===== src/rtl/dispatch_ctrl_if.sv =====
// Decoder / RS / LSB / ROB handshake bundle for dispatch_ctrl.
// slave  : seen from dispatch_ctrl (decoder and occupancy inputs, dispatch outputs).
// master : seen from the environment that drives the decoder side and observes dispatch.
interface dispatch_ctrl_if #(
  parameter int unsigned NICK_W = 5,
  parameter int unsigned NAME_W = 5
);
  logic              iDEC_en;
  logic [NAME_W-1:0] iDEC_rd_regnm;
  logic              iDEC_is_store;
  logic              iDEC_is_mem;
  logic              oDEC_stall;
  logic              iRS_full;
  logic              iLSB_full;
  logic              oRF_en;
  logic              oROB_nick_en;
  logic [NAME_W-1:0] oROB_nick_regnm;
  logic [NICK_W-1:0] oROB_nick;
  logic              iROB_commit;
  logic              oROB_full;
  logic              oROB_empty;
  logic [NICK_W-1:0] oROB_head_nick;

  modport slave (
    input  iDEC_en, iDEC_rd_regnm, iDEC_is_store, iDEC_is_mem, iRS_full, iLSB_full,
           iROB_commit,
    output oDEC_stall, oRF_en, oROB_nick_en, oROB_nick_regnm, oROB_nick, oROB_full,
           oROB_empty, oROB_head_nick
  );

  modport master (
    output iDEC_en, iDEC_rd_regnm, iDEC_is_store, iDEC_is_mem, iRS_full, iLSB_full,
           iROB_commit,
    input  oDEC_stall, oRF_en, oROB_nick_en, oROB_nick_regnm, oROB_nick, oROB_full,
           oROB_empty, oROB_head_nick
  );
endinterface


===== src/rtl/dispatch_ctrl.sv =====
// Instruction dispatch sequencer: single-entry holding buffer between the decoder and the
// rename register file / ROB. Allocates ROB nicks (1..ROB_DEPTH, 0 = not renamed) and
// tracks ROB head/tail/count from its own allocations and ROB commits.
// Ports:
//   clk  - clock
//   rst  - synchronous active-high reset (highest priority)
//   rdy  - global enable; all state holds while low
//   clr  - flush (branch mispredict); discards buffer, ROB pointers and pending pulses
//   bus  - decoder, RS/LSB occupancy, RF dispatch and ROB status signals
module dispatch_ctrl #(
  parameter int unsigned ROB_DEPTH = 16,
  parameter int unsigned NICK_W    = 5,
  parameter int unsigned NAME_W    = 5
) (
  input logic                 clk,
  input logic                 rst,
  input logic                 rdy,
  input logic                 clr,
  dispatch_ctrl_if.slave      bus
);

  localparam logic [NICK_W-1:0] Depth   = NICK_W'(ROB_DEPTH);
  localparam logic [NICK_W-1:0] LastIdx = NICK_W'(ROB_DEPTH - 1);

  typedef enum logic [0:0] {StEmpty, StHold} buf_state_e;

  buf_state_e        buf_q, buf_d;
  logic [NAME_W-1:0] rd_q, rd_d;
  logic              store_q, store_d;
  logic              mem_q, mem_d;
  logic [NICK_W-1:0] head_q, head_d;
  logic [NICK_W-1:0] tail_q, tail_d;
  logic [NICK_W-1:0] count_q, count_d;
  logic              rf_en_q, rf_en_d;
  logic              nick_en_q, nick_en_d;
  logic [NAME_W-1:0] regnm_q, regnm_d;
  logic [NICK_W-1:0] nick_q, nick_d;

  logic issue_ok, stall, do_issue, do_commit, do_capture;

  always_comb begin
    issue_ok   = (buf_q == StHold) && (count_q < Depth) &&
                 !(mem_q ? bus.iLSB_full : bus.iRS_full);
    stall      = (buf_q == StHold) && !issue_ok;
    do_issue   = issue_ok && rdy && !clr;
    do_commit  = bus.iROB_commit && (count_q != '0) && rdy && !clr;
    // A slot frees up in the same edge it issues, so capture only waits on stall.
    do_capture = bus.iDEC_en && !stall && rdy && !clr;
  end

  always_comb begin
    buf_d     = buf_q;
    rd_d      = rd_q;
    store_d   = store_q;
    mem_d     = mem_q;
    head_d    = head_q;
    tail_d    = tail_q;
    count_d   = count_q;
    rf_en_d   = rf_en_q;
    nick_en_d = nick_en_q;
    regnm_d   = regnm_q;
    nick_d    = nick_q;

    if (rdy) begin
      if (clr) begin
        buf_d     = StEmpty;
        head_d    = '0;
        tail_d    = '0;
        count_d   = '0;
        rf_en_d   = 1'b0;
        nick_en_d = 1'b0;
      end else begin
        rf_en_d   = do_issue;
        nick_en_d = do_issue && !store_q && (rd_q != '0);
        if (do_issue) begin
          regnm_d = rd_q;
          nick_d  = tail_q + 1'b1;
          tail_d  = (tail_q == LastIdx) ? '0 : tail_q + 1'b1;
        end
        if (do_commit) begin
          head_d = (head_q == LastIdx) ? '0 : head_q + 1'b1;
        end
        unique case ({do_issue, do_commit})
          2'b10:   count_d = count_q + 1'b1;
          2'b01:   count_d = count_q - 1'b1;
          default: count_d = count_q;
        endcase
        if (do_capture) begin
          buf_d   = StHold;
          rd_d    = bus.iDEC_rd_regnm;
          store_d = bus.iDEC_is_store;
          mem_d   = bus.iDEC_is_mem;
        end else if (do_issue) begin
          buf_d = StEmpty;
        end
      end
    end
  end

  always_ff @(posedge clk) begin
    if (rst) begin
      buf_q     <= StEmpty;
      rd_q      <= '0;
      store_q   <= 1'b0;
      mem_q     <= 1'b0;
      head_q    <= '0;
      tail_q    <= '0;
      count_q   <= '0;
      rf_en_q   <= 1'b0;
      nick_en_q <= 1'b0;
      regnm_q   <= '0;
      nick_q    <= '0;
    end else begin
      buf_q     <= buf_d;
      rd_q      <= rd_d;
      store_q   <= store_d;
      mem_q     <= mem_d;
      head_q    <= head_d;
      tail_q    <= tail_d;
      count_q   <= count_d;
      rf_en_q   <= rf_en_d;
      nick_en_q <= nick_en_d;
      regnm_q   <= regnm_d;
      nick_q    <= nick_d;
    end
  end

  assign bus.oDEC_stall      = stall;
  assign bus.oRF_en          = rf_en_q;
  assign bus.oROB_nick_en    = nick_en_q;
  assign bus.oROB_nick_regnm = regnm_q;
  assign bus.oROB_nick       = nick_q;
  assign bus.oROB_full       = (count_q == Depth);
  assign bus.oROB_empty      = (count_q == '0);
  assign bus.oROB_head_nick  = head_q + 1'b1;

endmodule


===== src/flat_wrapper.sv =====
// flat-port wrapper written by rule: the top's interface ports become plain ports
module dispatch_ctrl_flat 
#(
  parameter int unsigned ROB_DEPTH = 16,
  parameter int unsigned NICK_W    = 5,
  parameter int unsigned NAME_W    = 5
)
  (clk, rst, rdy, clr, bus_iDEC_en, bus_iDEC_rd_regnm, bus_iDEC_is_store, bus_iDEC_is_mem, bus_iRS_full, bus_iLSB_full, bus_iROB_commit, bus_oDEC_stall, bus_oRF_en, bus_oROB_nick_en, bus_oROB_nick_regnm, bus_oROB_nick, bus_oROB_full, bus_oROB_empty, bus_oROB_head_nick);
  dispatch_ctrl_if #(.NICK_W(NICK_W), .NAME_W(NAME_W)) bus_i ();
  input logic clk;
  input logic rst;
  input logic rdy;
  input logic clr;
  input wire logic [$bits(bus_i.iDEC_en)-1:0] bus_iDEC_en;
  input wire logic [$bits(bus_i.iDEC_rd_regnm)-1:0] bus_iDEC_rd_regnm;
  input wire logic [$bits(bus_i.iDEC_is_store)-1:0] bus_iDEC_is_store;
  input wire logic [$bits(bus_i.iDEC_is_mem)-1:0] bus_iDEC_is_mem;
  input wire logic [$bits(bus_i.iRS_full)-1:0] bus_iRS_full;
  input wire logic [$bits(bus_i.iLSB_full)-1:0] bus_iLSB_full;
  input wire logic [$bits(bus_i.iROB_commit)-1:0] bus_iROB_commit;
  output wire logic [$bits(bus_i.oDEC_stall)-1:0] bus_oDEC_stall;
  output wire logic [$bits(bus_i.oRF_en)-1:0] bus_oRF_en;
  output wire logic [$bits(bus_i.oROB_nick_en)-1:0] bus_oROB_nick_en;
  output wire logic [$bits(bus_i.oROB_nick_regnm)-1:0] bus_oROB_nick_regnm;
  output wire logic [$bits(bus_i.oROB_nick)-1:0] bus_oROB_nick;
  output wire logic [$bits(bus_i.oROB_full)-1:0] bus_oROB_full;
  output wire logic [$bits(bus_i.oROB_empty)-1:0] bus_oROB_empty;
  output wire logic [$bits(bus_i.oROB_head_nick)-1:0] bus_oROB_head_nick;
  assign bus_i.iDEC_en = bus_iDEC_en;
  assign bus_i.iDEC_rd_regnm = bus_iDEC_rd_regnm;
  assign bus_i.iDEC_is_store = bus_iDEC_is_store;
  assign bus_i.iDEC_is_mem = bus_iDEC_is_mem;
  assign bus_i.iRS_full = bus_iRS_full;
  assign bus_i.iLSB_full = bus_iLSB_full;
  assign bus_i.iROB_commit = bus_iROB_commit;
  assign bus_oDEC_stall = bus_i.oDEC_stall;
  assign bus_oRF_en = bus_i.oRF_en;
  assign bus_oROB_nick_en = bus_i.oROB_nick_en;
  assign bus_oROB_nick_regnm = bus_i.oROB_nick_regnm;
  assign bus_oROB_nick = bus_i.oROB_nick;
  assign bus_oROB_full = bus_i.oROB_full;
  assign bus_oROB_empty = bus_i.oROB_empty;
  assign bus_oROB_head_nick = bus_i.oROB_head_nick;
  dispatch_ctrl #(.ROB_DEPTH(ROB_DEPTH), .NICK_W(NICK_W), .NAME_W(NAME_W)) u_core (.clk(clk), .rst(rst), .rdy(rdy), .clr(clr), .bus(bus_i));
endmodule

===== config.mk =====
export PLATFORM = sky130hd
export DESIGN_NAME = dispatch_ctrl_flat
export DESIGN_NICKNAME = d
export VERILOG_FILES = /design/src/rtl/dispatch_ctrl_if.sv /design/src/rtl/dispatch_ctrl.sv /design/src/flat_wrapper.sv
export SDC_FILE = /design/constraint.sdc
export NUM_CORES = 1
export LEC_CHECK = 0
export BUFFER_PORTS_ARGS = -buffer_cell sky130_fd_sc_hd__buf_2
export CORE_UTILIZATION = 54
export DETAILED_ROUTE_END_ITERATION = 16
export GPL_ROUTABILITY_DRIVEN = 0
export PLACE_DENSITY = 0.79
export SETUP_SLACK_MARGIN = 0.2
export SKIP_LAST_GASP = 1
export SYNTH_ARGS = -nofsm -noshare
export SYNTH_HDL_FRONTEND = slang
export SYNTH_SLANG_ARGS = --single-unit

===== constraint.sdc =====
create_clock -name clk -period 3.88 [get_ports clk]
set_input_delay 0.776 -clock clk [delete_from_list [all_inputs] [get_ports clk]]
set_output_delay 0.776 -clock clk [all_outputs]
set_load 0.005 [all_outputs]

==> flow_metrics.py <==
metrics = {
    "logic_synthesis": {
        "yosys.cell_types.count": 40,
        "yosys.area_share.simple_pct": 25.9,
        "synth_fa_ha_area_share_pct": 7.44,
        "synth_top_cell_by_area": "dfxtp_1",
        "yosys-top-cells-count": "dfxtp_1 (35), nor2_1 (29), nand2_1 (20), a21oi_1 (19)",
        "async_reset_ff_share_pct": 0,
        "synth-compound-area-share_pct": 14.2,
        "avgSynthCellArea_um2": 8.25,
        "synthXorXnorAreaFrac_pct": 2.95,
        "synth.area.top_cells": "dfxtp_1 (39%), ha_1 (6.3%), nor2_1 (6.1%)",
        "seq_area_frac_synth_pct": 39.3,
        "synth_flop_cell": "dfxtp_1",
        "synth_top_family_by_area": "simple AND/OR/NAND/NOR gates",
        "synth_edf_count": 0,
        "yosysWarnings": 0,
        "synth_area_um2": 1780,
        "synthCells": 216,
        "synthMuxAreaShare_pct": 5.12,
        "synth.most_common_cell": "dfxtp_1",
        "synth_seq_cells": 35,
        "synth.top_cell.area_share_pct": 39.3,
        "syn_nets": 241,
    },
    "clocking": {
        "hold_buffers": 0,
        "post_cts_buffers": 0,
        "htree_levels": 2,
        "tritoncts": "done",
        "cts_made_buffers": 5,
        "cts_root_buf": "clkbuf_4",
        "cts_max_path_buffers": 2,
        "clk_pin_slew_ns": 0.11,
        "clk_latency_ns": 0.34,
        "cts_resized": 0,
        "cts.sinks": 35,
    },
    "sta": {
        "worst_pin_slew_ns": 0.656,
        "setup_violations": 0,
        "holdWs_ns": 0.457,
        "setup_tns_ns": 0,
        "slew_viol_final": 0,
        "rsz0062_at_grt": "false",
        "post-route-period-util_pct": 78.1,
        "slew_headroom_pct": 56.3,
        "skew_ns": 0.00344,
        "fmax_mhz": 330,
        "hold_violations": 0,
        "period_needed_ns": 3.03,
    },
    "critical_path": {
        "arrival_ns": 3.31,
        "critical_path_class": "in2reg",
        "r2r_slack_ns": 0.94,
        "r2r_cells": 10,
        "cp.required_ns": 4.16,
        "r2r_start": "u_core.mem_q",
        "worstSetupEndpointType": "flip-flop",
        "worst_setup_path_start_kind": "input pin",
        "crit_fanout": 10,
        "regToRegEndpoint": "u_core.count_q[4]",
    },
    "power_and_ir_drop": {
        "p_sw_share_pct": 21.6,
        "p_per_area_nw_per_um2": 358,
        "p_comb_share_pct": 6.2,
        "p_seq_share_pct": 49.4,
        "p_sw_uw": 160,
        "internal-power_uw": 582,
        "ir_worst_vdd_uv": 208,
        "p_leak_uw": 0.000892,
        "total_power_uw": 743,
        "p_clk_share_pct": 44.3,
    },
    "worst_hold_path": {
        "hold_path_end": "u_core.bus.oROB_nick_regnm[3]",
        "hp-start": "u_core.bus.oROB_nick_regnm[3]",
        "hp-class": "reg2reg",
        "hold_depth": 2,
    },
    "detailed_routing": {
        "vias": 1566,
        "avgRoutedWirePerCell_um": 12.0,
        "ant_nets": 0,
        "viasPerCell": 5.38,
        "drt_first_pass_iters": 4,
        "drt_iter0_markers": 44,
        "wl_um": 3500,
        "drc": 0,
    },
    "floorplanning": {
        "die_w_um": 59.5,
        "core_um2": 3100,
        "die_h_um": 59.5,
        "rows": 20,
        "dieArea_um2": 3540,
        "start_util_pct": 57.5,
        "pin_count": 35,
    },
    "grt": {
        "grt_max_degree": 38,
        "grt_pass1_vias": 1406,
        "grt_pass1_wl_um": 5950,
        "antenna_found_initial": 0,
        "top_usage_layer": "met2",
        "met1_usage_pct": 29.4,
        "grt.overflow.total": 0,
        "grt_use_total_pct": 22.4,
        "use_met3_pct": 4.59,
        "grt_use_met2_pct": 35.3,
    },
    "outcome": {
        "outcome": "completed",
    },
    "final_layout": {
        "area_delta_synth_final_pct": 16.2,
        "nNetsFinal": 271,
        "drive_gt1_share_pct": 20.6,
        "diodes": 0,
        "n_fill_cell": 289,
        "final_cells": 291,
    },
    "place": {
        "place.port_buffers": 34,
        "hpwl_um": 2470,
        "placed_cells": 283,
    },
    "run": {
        "drv_cap": 0,
    },
}
==> layout make-up <==
class	instances	area (um2)	area share, %
multi-input cells	158	992	47.9
flip-flops and latches	35	701	33.8
repair buffers	35	178	8.57
clock inverters	3	67.6	3.26
well taps	44	55.1	2.66
inverters	11	41.3	1.99
clock buffers	5	37.5	1.81
==> per-stage QoR <==
stage | instance area [um2] | util [%] | worst slack, ns
4_1_cts | 2070 | 66.8 | 0.857
3_5_place_dp | 1970 | 63.4 | 0.506
6_report | 2070 | 66.8 | 0.851
2_1_floorplan | 1780 | - | 0.753
3_3_place_gp | 1970 | 63.4 | 0.574
5_1_grt | 2070 | 66.8 | 0.715
==> logic make-up (layout without fill, tap and decap cells) <==
family                   after synthesis  count (layout)
buffers and inverters                 23              54
adder cells (fa/ha/maj)               10              10
multiplexers                           9               9
XOR/XNOR                               6               6
AO/OA/AOI/OAI                         40              40
flip-flops                            35              35
AND/OR/NAND/NOR                       93              93
==> registers in the layout, summed over array words and instances (netlist names) <==
signal and cells:
u_core.head_q 5, u_core.bus.oROB_nick_regnm 5, u_core.bus.oROB_nick 5, u_core.tail_q 5, u_core.bus.oROB_nick_en 1, u_core.count_q 5, u_core.mem_q 1, u_core.bus.oRF_en 1
u_core.store_q 1, u_core.rd_q 5, u_core.buf_q 1
==> critical path: stages <==
cell and delay (ns):
buf_2 0.09, mux2_2 0.31, or3_1 0.52, nand3_1 0.18, inv_1 0.09, ha_1 0.31
nand2b_1 0.10, a21oi_1 0.08, and3_2 0.21, or4_1 0.46, a31oi_1 0.16
==> cell usage in the layout, fill, tap and decap left out, drive strengths merged, types with 3 or more instances in the layout <==
master,Yosys,layout
nand2,20,20
or4,5,5
buf,4,35
a31oi,4,4
xnor2,4,4
nor2,30,30
a21oi,19,19
clkbuf,8,5
nor3,12,12
nand2b,7,7
o21ai,5,5
inv,11,11
ha,9,9
nand3b,3,3
o21a,3,3
mux2i,8,8
a211oi,3,3
dfxtp,35,35
nand3,9,9
==> routing by layer <==
metal,vias to the layer above,part of all wire [%],routed length [um]
met5,-,0,0
met4,0,1.7,60
met3,7,4.3,151
met2,45,43,1500
met1,705,51,1790
li1,809,-,-
==> how the worst max path moves through the flow <==
stage / from / endpoint / cells after the start
finish: bus_iLSB_full / u_core.count_q[4] / 11
global route: bus_iRS_full / u_core.count_q[4] / 11
CTS: bus_iLSB_full / u_core.count_q[4] / 11
detailed placement: bus_iLSB_full / u_core.count_q[4] / 11
global placement: bus_iLSB_full / u_core.count_q[4] / 11
floorplan: rdy / u_core.count_q[4] / 12
==> power by group through the flow <==
stage	combinational, uW	sequential [uW]	clock, uW
final	46.2	367	329
after global routing	51.5	368	347
after CTS	46.6	367	335
after detailed placement	46.1	375	0
after global placement	45.8	375	0
after floorplan	30.3	374	0
Note: power is estimated with default switching activity, not from simulation.
